$ cat src/rtl/deal_controller.sv
// -----------------------------------------------------------------------------
// deal_controller
//
// Control FSM for the baccarat table. It deals four cards into the datapath in
// a fixed order. It then applies the third-card (tableau) rules to the scores
// read back from the datapath. Once the hand is complete it lights the win
// LEDs.
//
// Handshake: there is no valid/ready pair. Each load_* strobe is high for
// exactly one slow_clock cycle, and the datapath captures the card on the
// rising edge that ends that cycle. The datapath scores are combinational from
// its card registers, so the FSM sees them in the state after a load.
//
// Ports
//   slow_clock        in   sole clock, rising edge
//   resetb            in   asynchronous active-low reset
//   pscore[3:0]       in   player hand score 0..9
//   dscore[3:0]       in   dealer hand score 0..9
//   pcard3[3:0]       in   player third-card rank 0..13 (1=A, 11..13=J/Q/K)
//   load_pcard1..3    out  load player card 1..3 on the next edge
//   load_dcard1..3    out  load dealer card 1..3 on the next edge
//   player_win_light  out  player wins or tie (DONE only)
//   dealer_win_light  out  dealer wins or tie (DONE only)
// -----------------------------------------------------------------------------
module deal_controller (
    input  logic       slow_clock,
    input  logic       resetb,
    input  logic [3:0] pscore,
    input  logic [3:0] dscore,
    input  logic [3:0] pcard3,
    output logic       load_pcard1,
    output logic       load_pcard2,
    output logic       load_pcard3,
    output logic       load_dcard1,
    output logic       load_dcard2,
    output logic       load_dcard3,
    output logic       player_win_light,
    output logic       dealer_win_light
);

    typedef enum logic [3:0] {
        S_IDLE   = 4'd0,
        S_P1     = 4'd1,
        S_D1     = 4'd2,
        S_P2     = 4'd3,
        S_D2     = 4'd4,
        S_EVAL   = 4'd5,
        S_P3     = 4'd6,
        S_EVAL_B = 4'd7,
        S_D3     = 4'd8,
        S_DONE   = 4'd9
    } state_t;

    state_t     r_state;
    state_t     w_next;
    logic [3:0] w_v;          // player third-card value, where 10/J/Q/K count as 0
    logic       w_natural;
    logic       w_dealer_draws;

    // Tableau helpers
    always_comb begin
        w_v       = (pcard3 <= 4'd9) ? pcard3 : 4'd0;
        w_natural = (pscore == 4'd8) || (pscore == 4'd9) ||
                    (dscore == 4'd8) || (dscore == 4'd9);
        w_dealer_draws = 1'b0;
        case (dscore)
            4'd0, 4'd1, 4'd2: w_dealer_draws = 1'b1;
            4'd3:             w_dealer_draws = (w_v != 4'd8);
            4'd4:             w_dealer_draws = (w_v >= 4'd2) && (w_v <= 4'd7);
            4'd5:             w_dealer_draws = (w_v >= 4'd4) && (w_v <= 4'd7);
            4'd6:             w_dealer_draws = (w_v == 4'd6) || (w_v == 4'd7);
            default:          w_dealer_draws = 1'b0;  // 7 always stands
        endcase
    end

    // State register
    always_ff @(posedge slow_clock or negedge resetb) begin
        if (!resetb) r_state <= S_IDLE;
        else         r_state <= w_next;
    end

    // Next-state logic
    always_comb begin
        w_next = r_state;
        case (r_state)
            S_IDLE:   w_next = S_P1;
            S_P1:     w_next = S_D1;
            S_D1:     w_next = S_P2;
            S_P2:     w_next = S_D2;
            S_D2:     w_next = S_EVAL;
            S_EVAL: begin
                if (w_natural)                 w_next = S_DONE;
                else if (pscore <= 4'd5)       w_next = S_P3;
                else if (dscore <= 4'd5)       w_next = S_D3;
                else                           w_next = S_DONE;
            end
            S_P3:     w_next = S_EVAL_B;
            S_EVAL_B: w_next = w_dealer_draws ? S_D3 : S_DONE;
            S_D3:     w_next = S_DONE;
            S_DONE:   w_next = S_DONE;
            default:  w_next = S_IDLE;
        endcase
    end

    // Moore outputs. The lights also depend on the live scores, but only in DONE.
    always_comb begin
        load_pcard1      = (r_state == S_P1);
        load_dcard1      = (r_state == S_D1);
        load_pcard2      = (r_state == S_P2);
        load_dcard2      = (r_state == S_D2);
        load_pcard3      = (r_state == S_P3);
        load_dcard3      = (r_state == S_D3);
        player_win_light = (r_state == S_DONE) && (pscore >= dscore);
        dealer_win_light = (r_state == S_DONE) && (dscore >= pscore);
    end

endmodule

$ cat config.mk
export PLATFORM = sky130hd
export DESIGN_NAME = deal_controller
export DESIGN_NICKNAME = d
export VERILOG_FILES = /design/src/rtl/deal_controller.sv
export SDC_FILE = /design/constraint.sdc
export NUM_CORES = 1
export LEC_CHECK = 0
export CAP_MARGIN = 20
export CORE_AREA = 8 8 45 47
export CTS_CLUSTER_SIZE = 8
export DETAILED_ROUTE_END_ITERATION = 12
export DIE_AREA = 0 0 53 55
export DONT_BUFFER_PORTS = 1
export MAX_ROUTING_LAYER = met4
export PLACE_DENSITY = 0.52
export SLEW_MARGIN = 20
export SYNTH_ARGS = -nofsm -noshare
export SYNTH_HDL_FRONTEND = slang
export SYNTH_SLANG_ARGS = --single-unit
$ cat constraint.sdc
create_clock -name slow_clock -period 3.93 [get_ports slow_clock]
set_input_delay 0.786 -clock slow_clock [delete_from_list [all_inputs] [get_ports slow_clock]]
set_output_delay 0.786 -clock slow_clock [all_outputs]
set_load 0.01 [all_outputs]
# --- Yosys cells after proc, flatten, opt, wreduce, memory -nomap -nowiden ---
# Cells that the tools add are included.
totals:
  register_bits: 4
classes:
  n_lt_le_gt_ge: 8
  n_eq_ne: 22
  muxes: 7
  n_reduce_logical: 12
ops:
  columns: ["op", "n"]
  rows:
  - ["4-bit by 3-bit equality test with 1-bit output (second input constant)", 9]
  - ["4-bit one-hot mux with 9 select lines", 1]
  - ["4-bit equality test (second input constant)", 6]
  - ["4-bit by 2-bit equality test with 1-bit output (second input constant)", 4]
  - ["4-bit by 3-bit less-or-equal comparator with 1-bit output (second input constant)", 3]
  - ["4-bit two-way mux", 3]
  - ["4-bit by 1-bit equality test with 1-bit output (second input constant)", 2]
  - ["4-bit greater-or-equal comparator", 2]
  - ["4-bit zero test", 2]
  - ["1-bit one-hot mux with 5 select lines", 1]
  - ["4-bit by 2-bit greater-or-equal comparator with 1-bit output (second input constant)", 1]
  - ["4-bit by 3-bit greater-or-equal comparator with 1-bit output (second input constant)", 1]
  - ["4-bit less-or-equal comparator (second input constant)", 1]
  - ["1-bit logical AND", 4]
  - ["1-bit logical OR", 4]
  - ["4-bit inequality test (second input constant)", 1]
  - ["3-bit OR reduction", 1]
  - ["1-bit two-way mux", 2]
  - ["2-bit OR reduction", 1]

# --- Longest topological paths before layout ---
logic_depth:
  ltp_word: 7
  mapped_depth: 7

# --- Least setup slack after synthesis ---
# No wires, ideal clock.
synth_timing:
  path_type: "input -> output"
  start: "input pscore[1]"
  end: "output player_win_light"
  arrival_ns: 1.830
  setup_slack_ns: 1.314
  path_stages: 7
  n_path_buf: 0
  path_cell_list: "inv_1 > ha_1 > nor2b_1 > o21ai_0 > nand2b_1 > a21o_1 > a21oi_1"
synth_via:
  elab_chain_cells: 2
synth_rtl:
  columns: ["item", "line", "text"]
  rows:
  - ["start: declaration", "28", "input logic [3:0] pscore,"]
  - ["4-bit greater-or-equal comparator", "113", "player_win_light = (r_state == S_DONE) && (pscore >= dscore);"]
  - ["1-bit logical AND", "113", null]
  - ["end: declaration", "37", "output logic player_win_light,"]
# No other way between the ends.

# --- Final worst setup path ---
# Same ends and word-level chain as after synthesis.

==> out/qor.yml <==
cts_max_path_buffers: 2
die_y_microns: 55
cp_cell_sequence: "inv_1 > ha_1 > nor2b_1 > o21ai_0 > nand2b_1 > a21o_1 > a21oi_1"
cts-root-buf: "clkbuf_4"
hold_class: "input port to async pin"
gp_congestion: 0.743
startpoint: "pscore[1]"
grt_pass1_wl_microns: 1700
synth-seq-cells: 4
whs_ns: 0.250
top_register: "r_state"
clk_pin_slew_worst_paths_ns: 0.04
ys_types: 23
postSynthNetCount: 79
cts_tree: "done"
status: "finished, final reports clean"
drc_errors: 0
fmax_mhz: 374
grt_pass1_vias: 410
die-area_sq_mm: 0.00292
rows: 14
synth_seq_area_share_pct: 22.5
drt-total-wl_microns: 1070
netlist_area_sq_um: 445
cp-start-kind: "input port"
antenna_found_initial: 0
slew_viol_final: 0
coreArea_sq_mm: 0.00138
final_layout_size_suffix_gt1_share_pct: 9.84
critPathBufInv: 1
critical-path-top-delay-family: "compound AO/OA/AOI/OAI gates"
worst-slew-pin-transition_ns: 0.564
slowest_delay_ns: 0.29
start_util_pct: 32.2
grt_overflow: 0
post-cts-setup-buffers: 0
synth_cells: 61
crit_slowest_cell: "ha_1"
skew_ns: 0.00195
cts.htree.levels: 1
reg2reg_from: "r_state[1]"
setup_violations: 0
ios: 22
io_buffer_count: 0
dp_hpwl_microns: 893
hold_buffers: 0
largest_register_ffs: 4
nNetsFinal: 81
cts_buffers: 3
cp_max_fo: 3
path_class: "input port to primary output"
ir_drop_uv: 253
slew_headroom_pct: 61.9
rsz0062_at_grt: "false"
powerDensity_mw_per_mm2: 570
leakage_nw: 0.210
finalCriticalPeriod_ns: 2.68
ys_warn_count: 0
clock-sinks: 4
final_antenna_net_count: 0
area_growth_pct: 7.02
cp-end-kind: "primary output"
hold_viol: 0
critPathRequiredTime_ns: 3.14
grt_usage_pct: 8.02
diodes: 0
first_pass_iters: 4
vias: 413
fillerInstances: 158
fp.dieW_microns: 53
post_cts_resized: 0
period_share_pct: 68.1
maxCapViolations: 0
post_drt_wl_per_cell_microns: 13.9
avgSynthCellArea_sq_um: 7.30
viasPerCell: 5.36
reg.largest.list: "r_state (4)"
drt_iter0_drc: 7
tns_ns: 0
grt_start_max_net_pins: 11
cp.arrival_ns: 1.89
clkLatencyLatePin_ns: 0.23
[power by group]
part	total, mW	switching (mW)	leakage [nW]	internal (mW)
Sequential	0.106	0.0440	0.0504	0.0615
Clock	0.0496	0.0156	0.0138	0.0341
Combinational	0.117	0.0656	0.146	0.0509
[cell type report]
type / instances / area [sq um] / area share, %
Inverter: 5 / 18.8 / 3.94
Multi-Input combinational cell: 49 / 315 / 66.1
Sequential cell: 4 / 100 / 21.0
Clock buffer: 3 / 22.5 / 4.72
Tap cell: 16 / 20.0 / 4.20
[placed cells by master, fill, tap and decap left out]
cell type	instances
inv_1	5
nor2_1	5
nor3_1	5
nand2_1	5
a21oi_1	5
nand2b_1	4
ha_1	4
dfrtp_1	4
o21ai_1	3
o21ai_0	3
clkbuf_4	3
nor2b_1	2
nor3b_1	2
a21o_1	2
nor4b_1	1
a211o_1	1
maj3_2	1
nand3_1	1
nand4b_1	1
a21oi_2	1
a2111oi_2	1
nand4_1	1
nand3b_1	1
[per-layer routing]
| layer | GRT usage, % | share of wire (%) | wire length [microns] |
|---|---|---|---|
| met4 | 6.47 | 0 | 0 |
| met1 | 9.65 | 45 | 481 |
| met2 | 10.5 | 43 | 464 |
| met5 | - | 0 | 0 |
| met3 | 2.67 | 12 | 127 |
[synthesized netlist by cell type]
library cell / count / area share [%]
o21ai_1: 3 / 3.4
nor4b_1: 1 / 2.0
nand3_1: 1 / 1.1
o21ai_0: 3 / 3.4
clkbuf_1: 3 / 2.5
nand4_1: 1 / 1.4
inv_1: 5 / 4.2
dfrtp_1: 4 / 22
nand4b_1: 1 / 2.0
a211o_1: 1 / 2.0
nand2b_1: 4 / 5.6
a21oi_2: 1 / 2.0
maj3_2: 1 / 2.5
nor3b_1: 2 / 3.4
nand3b_1: 1 / 1.7
ha_1: 4 / 11
nor2_1: 5 / 4.2
nor3_1: 5 / 5.6
a2111oi_2: 1 / 3.4
nor2b_1: 2 / 2.8
nand2_1: 5 / 4.2
a21o_1: 2 / 3.4
a21oi_1: 5 / 5.6
[cell families (layout without fill, tap and decap cells)]
family	count (synthesis)	after routing	share of synthesized area, %
buffers and inverters	8	8	6.74
AND/OR/NAND/NOR	28	28	34.0
AO/OA/AOI/OAI	16	16	23.0
adder cells (fa/ha/maj)	5	5	13.8
flip-flops	4	4	22.5
[metrics by stage]
step           total power [mW]  cell area [sq um]  utilization, %  worst slack (ns)  std cells
2_1_floorplan             0.202                445               -              1.31         61
3_3_place_gp              0.222                454            32.8              1.25         74
3_5_place_dp              0.224                454            32.8              1.25         74
4_1_cts                   0.277                477            34.4              1.25         77
5_1_grt                   0.298                477            34.4              1.14         77
6_report                  0.272                477            34.4              1.25         77
[path summary, 6_finish.rpt]
path / depth (start not counted) / to / slack (ns)
setup reg to reg: 3 / r_state[0] / 2.85
max in group asynchronous: 0 / r_state[2] / 3.61
hold reg to reg: 1 / r_state[2] / 0.62
setup / recovery: 7 / player_win_light / 1.25
hold / removal: 0 / r_state[1] / 0.25
min in group slow_clock: 1 / r_state[2] / 0.62
Note: power is estimated with default switching activity, not from simulation.
